<file path="config.mk">
export PLATFORM = sky130hd
export DESIGN_NAME = round_ctrl
export DESIGN_NICKNAME = d
export VERILOG_FILES = /design/src/rtl/tow_pkg.sv /design/src/rtl/button_sync.sv /design/src/rtl/round_ctrl.sv
export SDC_FILE = /design/constraint.sdc
export NUM_CORES = 1
export LEC_CHECK = 0
export CAP_MARGIN = 40
export CORE_UTILIZATION = 40
export DETAILED_ROUTE_END_ITERATION = 12
export HOLD_SLACK_MARGIN = 0.08
export REMOVE_ABC_BUFFERS = 1
export SLEW_MARGIN = 0
export SYNTH_ARGS = -nofsm -noshare
export SYNTH_HDL_FRONTEND = slang
export SYNTH_SLANG_ARGS = --single-unit
</file>
<file path="constraint.sdc">
create_clock -name clk -period 3.2 [get_ports clk]
set_clock_uncertainty 0.2 [all_clocks]
set_input_delay 0.32 -clock clk [delete_from_list [all_inputs] [get_ports clk]]
set_output_delay 0.32 -clock clk [all_outputs]
set_load 0.02 [all_outputs]
</file>
<file path="src/rtl/tow_pkg.sv">
// rtl/tow_pkg.sv - shared round-controller types, LFSR constants and win patterns
package tow_pkg;

  typedef enum logic [1:0] {
    ST_IDLE = 2'd0,
    ST_WAIT = 2'd1,
    ST_LIT  = 2'd2,
    ST_DONE = 2'd3
  } state_e;

  localparam logic [23:0] LFSR_SEED = 24'hACE1A5;
  // Taps 24,23,22,17 (1-based) map to bits 23,22,21,16.
  localparam logic [23:0] LFSR_TAPS = 24'hE10000;

  localparam logic [6:0] WIN_LEFT  = 7'b1110000;
  localparam logic [6:0] WIN_RIGHT = 7'b0000111;

  function automatic logic [23:0] lfsr_next(input logic [23:0] cur);
    return {cur[22:0], ^(cur & LFSR_TAPS)};
  endfunction

endpackage

</file>
<file path="src/rtl/button_sync.sv">
// rtl/button_sync.sv - two-flop synchroniser and rising-edge detector for one pushbutton
module button_sync (
  input  logic clk,
  input  logic rst,
  input  logic btn,
  output logic sync,
  output logic rise
);

  logic s1_q, s1_d;
  logic s2_q, s2_d;
  logic prev_q, prev_d;

  always_comb begin
    s1_d   = btn;
    s2_d   = s1_q;
    prev_d = s2_q;
  end

  always_ff @(posedge clk or negedge rst) begin
    if (!rst) begin
      s1_q   <= 1'b0;
      s2_q   <= 1'b0;
      prev_q <= 1'b0;
    end else begin
      s1_q   <= s1_d;
      s2_q   <= s2_d;
      prev_q <= prev_d;
    end
  end

  assign sync = s2_q;
  assign rise = s2_q & ~prev_q;

endmodule

</file>
<file path="src/rtl/round_ctrl.sv">
// rtl/round_ctrl.sv - round sequencing: release wait, random dark delay, lights, first-push report
module round_ctrl
  import tow_pkg::*;
#(
  parameter logic [23:0] DELAY_MIN  = 24'd1_000_000,
  parameter logic [23:0] DELAY_MASK = 24'h3F_FFFF,
  parameter logic [15:0] REL_CYCLES = 16'd50_000
) (
  input  logic       clk,
  input  logic       rst,
  input  logic       pbl,
  input  logic       pbr,
  input  logic [6:0] score,
  output logic       winrnd,
  output logic       right,
  output logic       leds_on
);

  state_e      state_q, state_d;
  logic [23:0] lfsr_q, lfsr_d;
  logic [23:0] dly_q, dly_d;
  logic [15:0] rel_q, rel_d;
  logic        winrnd_q, winrnd_d;
  logic        right_q, right_d;
  logic        leds_on_q, leds_on_d;

  logic sync_l, sync_r, rise_l, rise_r;
  logic any_rise, pick_right, game_over;

  button_sync u_sync_l (.clk(clk), .rst(rst), .btn(pbl), .sync(sync_l), .rise(rise_l));
  button_sync u_sync_r (.clk(clk), .rst(rst), .btn(pbr), .sync(sync_r), .rise(rise_r));

  assign game_over = (score == WIN_LEFT) | (score == WIN_RIGHT);
  assign any_rise  = rise_l | rise_r;
  // A tie goes to whoever is behind; at centre the left player takes it.
  assign pick_right = (rise_l & rise_r) ? (score[6:4] != 3'b000) : rise_r;

  always_comb begin
    state_d   = state_q;
    lfsr_d    = lfsr_next(lfsr_q);
    dly_d     = dly_q;
    rel_d     = '0;
    winrnd_d  = 1'b0;
    right_d   = right_q;
    leds_on_d = 1'b0;
    case (state_q)
      ST_IDLE: begin
        if (game_over) begin
          state_d = ST_DONE;
          right_d = 1'b0;
        end else if (!(sync_l || sync_r)) begin
          rel_d = (rel_q >= REL_CYCLES) ? REL_CYCLES : rel_q + 16'd1;
          if (rel_d == REL_CYCLES) begin
            state_d = ST_WAIT;
            dly_d   = DELAY_MIN + (lfsr_q & DELAY_MASK);
          end
        end
      end
      ST_WAIT: begin
        if (game_over) begin
          state_d = ST_DONE;
          right_d = 1'b0;
        end else if (any_rise) begin
          state_d  = ST_IDLE;
          winrnd_d = 1'b1;
          right_d  = pick_right;
        end else if (dly_q == 24'd0) begin
          state_d   = ST_LIT;
          leds_on_d = 1'b1;
        end else begin
          dly_d = dly_q - 24'd1;
        end
      end
      ST_LIT: begin
        // Lights stay on through the pulse cycle so the push is qualified.
        leds_on_d = 1'b1;
        if (any_rise) begin
          state_d  = ST_IDLE;
          winrnd_d = 1'b1;
          right_d  = pick_right;
        end
      end
      ST_DONE: begin
        right_d = 1'b0;
      end
      default: state_d = ST_IDLE;
    endcase
  end

  always_ff @(posedge clk or negedge rst) begin
    if (!rst) begin
      state_q   <= ST_IDLE;
      lfsr_q    <= LFSR_SEED;
      dly_q     <= '0;
      rel_q     <= '0;
      winrnd_q  <= 1'b0;
      right_q   <= 1'b0;
      leds_on_q <= 1'b0;
    end else begin
      state_q   <= state_d;
      lfsr_q    <= lfsr_d;
      dly_q     <= dly_d;
      rel_q     <= rel_d;
      winrnd_q  <= winrnd_d;
      right_q   <= right_d;
      leds_on_q <= leds_on_d;
    end
  end

  assign winrnd  = winrnd_q;
  assign right   = right_q;
  assign leds_on = leds_on_q;

endmodule

</file>
==> results.md <==
- The tool flagged a number of max-cap violations equal to 0.
- The post-route netlist has 13.1% of its cells at a drive strength greater than 1.
- The repair_antennas step left the layout with diodes totalling 0.
- Counting the fill cells in the layout gives 965.
- The starting density of the core is 41.6%.
- Synthesis handed over a netlist of 425 instances.
- The tightest min-delay check is of the register to register type.
- The largest buffer count on any clock path is 2.
- Sequential cells were found to cover 46.4% of the synthesized design area.
- The number of global-route vias before repair is 3014.
- The analysis attributes to net switching a power of 0.00114 W.
- The die boundary height is 103 um.
- For this run, global-route usage on met3 was measured as 4.47%.
- The initial antenna violation count came to 0.
- The startpoint identified for the worst register-to-register timing path is rel_q[0].
- The area of the die is 10600 sq um.
- The timing-limited maximum frequency is 340 MHz.
- For the worst-skew pair, the clock arrives at the later sink with an insertion delay of 0.36 ns.
- The internal power of the cells totals 0.00197 W.
- At the end of routability-driven placement, the weighted congestion stood at 0.897.
- Setup repair after global routing left no endpoint under its margin.
- The final route contains 3143 vias.
- At the pin with the least slew margin, the transition time is 0.601 ns.
- The largest driver fanout on the critical path is 20.
- The most used flip-flop cell after synthesis is dfrtp_1.
- The final count of negative-setup-slack endpoints is 0.
- The worst setup path is launched from a register.
- The first global-routing pass estimated 15000 um of wire.
- The total number of nets in the final design is 457.
- Entering global routing, the biggest net connects 46 pins.
- The number of pins with negative max-slew slack in the final report came to 0.
- The die outline width is 103 um.
- met2 is the most crowded layer.
- The critical path required time is 3.24 ns.
- TritonCTS built the clock tree.
- Including well taps, the total number of placed cells is 560.
- In the global route stage, overall resource usage came out at 18.6%.
- The number of buffers added on ports is 13.
- The first detailed-routing pass took 4 iterations.
- The clock slew seen by the registers of the worst setup and hold paths is 0.08 ns.
- The count of clock tree sinks is 75.
- The count of cells along the worst register-to-register path is 10.
- The library cell with the largest summed area after synthesis is dfrtp_1.
- The post-CTS setup-driven buffer insertion count is 0.
- In the routed design, unresolved DRC markers number 0.
- In this run the tightest slew margin relative to its limit is 59.9%.
- Per report_power, the clock group accounts for 27.5% of the total.
- The number of placement rows is 36.
- The synthesized design devotes to its leading area cell type 38.6% of total area.
- The combinational share of power is 33.2%.
- From synthesis to final layout, the design area changed by 13.2%.
- By startpoint and endpoint, the worst setup path is classified as register to register.
- The type of element capturing the critical path is a register.
- Data on the critical path arrives at its endpoint at 2.99 ns.
- The number of enable flip-flop cells after synthesis is 0.
- The cell count of the worst hold path is 0.
- The final critical-path setup slack is 0.255 ns.
- The average wire per standard cell is 15.2 um.
- The worst slack after detailed placement is 0.275 ns.
- The clock root buffer master is clkbuf_8.
- The sum of net half-perimeters after detailed placement is 6130 um.
- For this run, asynchronously set or reset flops after synthesis account for 100%.
- The sequential power share is 39.3%.
- The final hold violation count is 0.
- The number of buffers created by CTS is 9.
- The placeable core region is 9820 sq um.
- The portion of the clock cycle consumed by the worst path in the final layout is 92.0%.
- The source of the worst hold timing path is u_sync_l.s1_q.
- The remaining antenna violation count is 0.
- The clock tree synthesis step divided the H-tree into 3 levels.
- Across the VDD grid, the largest voltage drop is 0.325 mV.
- Net switching is 36.8% of the power.
- Each instance of the synthesized netlist takes up on average 9.60 sq um.
- The mapped netlist covers 4080 sq um.
- The count of non-filler cells in the finished layout is 577.
- In this run the count of I/O pins placed on the die edge is 14.
- The power density relative to cell area is 674 nW/um^2.
- The iteration-0 DRC count of the detailed router is 184.
- After detailed routing, the total wire length is 8780 um.
- The Yosys warning count is 0.
- Ranked by total cell area, the synthesized netlist is headed by dfrtp_1 (39%), dfstp_2 (7.7%), a21oi_1 (4.2%), xnor2_1 (4.1%), nor2_1 (3.4%).
- The global route total overflow is 0.
- Global routing used 28.4% of the available met2 tracks.
- The unique cell type count in the Yosys netlist is 59.
- After clock tree synthesis, the repair step resized 0 gates.
- The global routing met1 resource utilization is 25.8%.
- The total leakage power is 1.82 nW.
- The post-route total power is 0.00311 W.
- Setup total negative slack on the finished layout was measured at 0 ns.
- Subtracting the final worst setup slack from the clock period gives 2.95 ns.
- Using the TritonRoute via totals, the vias-per-cell ratio works out to 5.45.
- The flop and latch count out of synthesis is 75.
- The run finished with clean final reports.
- The startpoint of the most critical setup path is rel_q[0].
[synth_stat cells (3+ instances only)]
master,n
a21oi_1,34
a22o_1,3
a22oi_1,3
a31oi_1,7
and2_1,3
and3_1,4
buf_2,7
clkbuf_1,9
dfrtp_1,63
dfstp_2,12
ha_1,7
inv_1,14
mux2i_1,4
nand2_1,32
nand2b_1,7
nand3_1,14
nand4_1,8
nor2_1,37
nor2b_1,4
nor3_1,17
nor4_1,10
nor4_2,3
nor4b_1,3
o211ai_1,4
o21a_1,5
o21ai_0,27
o21ai_1,4
o22ai_1,7
o32ai_1,3
or3_1,5
xnor2_1,19
xor2_1,7
[cell type report]
type                       count  area, sq um  share of cell area, %
multi-input combinational    316         2050                   44.3
tap                          133          166                   3.60
sequential                    75         1890                   41.0
clock inverter                 5         85.1                   1.84
inverter                      14         52.6                   1.14
clock buffer                  11          151                   3.28
timing repair buffer          23          225                   4.88
[logic make-up (layout without fill, tap and decap cells)]
kind of cell	after synthesis	after routing	synth area share (%)
flip-flops	75	75	46.4
AND/OR/NAND/NOR	162	162	22.3
XOR/XNOR	26	26	5.58
AO/OA/AOI/OAI	115	115	18.6
adder cells (fa/ha/maj)	7	7	2.15
multiplexers	6	6	1.53
buffers and inverters	34	53	3.53
[flip-flops by register name (all words and copies together) (netlist names)]
register and count:
u_sync_r.s1_q 1, winrnd 1, u_sync_l.s1_q 1, leds_on 1, u_sync_l.sync 1, right 1
lfsr_q 24, dly_q 24, u_sync_r.sync 1, u_sync_l.prev_q 1, u_sync_r.prev_q 1, rel_q 16
state_q 2
[cells in the final DEF (no fill, tap or decap), types with 8 or more instances in the layout]
master and n:
a21oi_1 34, buf_4 9, clkbuf_8 11, clkdlybuf4s50_1 12, dfrtp_1 63, dfstp_2 12
inv_1 14, nand2_1 32, nand3_1 14, nand4_1 8, nor2_1 37, nor3_1 17
nor4_1 10, o21ai_0 27, xnor2_1 19
[power by group through the flow]
stage,registers (W),clock network (W),logic [W]
6_report,0.00122,0.000856,0.00103
5_1_grt,0.00124,0.000923,0.00118
3_3_place_gp,0.00123,0,0.00102
4_1_cts,0.00122,0.000886,0.00104
3_5_place_dp,0.00124,0,0.00104
2_1_floorplan,0.00122,0,0.000748
[through the flow]
| step | instance area [sq um] | utilization (%) | hold WS [ns] |
|---|---|---|---|
| floorplan | 3990 | - | -0.176 |
| global placement | 4340 | 44.2 | 0.135 |
| finish | 4620 | 47.0 | 0.153 |
| global route | 4620 | 47.0 | 0.163 |
| detailed placement | 4370 | 44.5 | 0.0876 |
| CTS | 4620 | 47.0 | 0.156 |
[worst max-delay path: stages (launching register included)]
cell,delay (ns)
dfrtp_1,0.47
ha_1,0.28
nand2_1,0.21
nor4_2,0.31
xnor2_1,0.23
nor2b_1,0.16
and4_1,0.23
o21a_1,0.14
buf_4,0.23
o21ai_1,0.11
a22o_1,0.26
[what timing repair did]
| item | CTS | global route |
|---|---|---|
| hold endpoints to repair | 70 | 0 |
| hold buffers | 1 | 0 |
| endpoints found under the setup margin | 0 | 0 |
[final timing paths]
check	to	slack, ns
worst max-delay path	dly_q[12]	0.25
worst max register to register	dly_q[12]	0.25
max in group asynchronous	lfsr_q[5]	1.94
worst min register to register	u_sync_l.sync	0.15
min in group asynchronous	rel_q[1]	0.24
worst min-delay path	u_sync_l.sync	0.15
[per-layer routing]
layer	up-vias	part of all wire, %
met3	9	4.1
met5	-	0
met1	1509	48
met2	50	46
met4	0	1.3
li1	1575	-
Power figures use the tool's default switching activity.
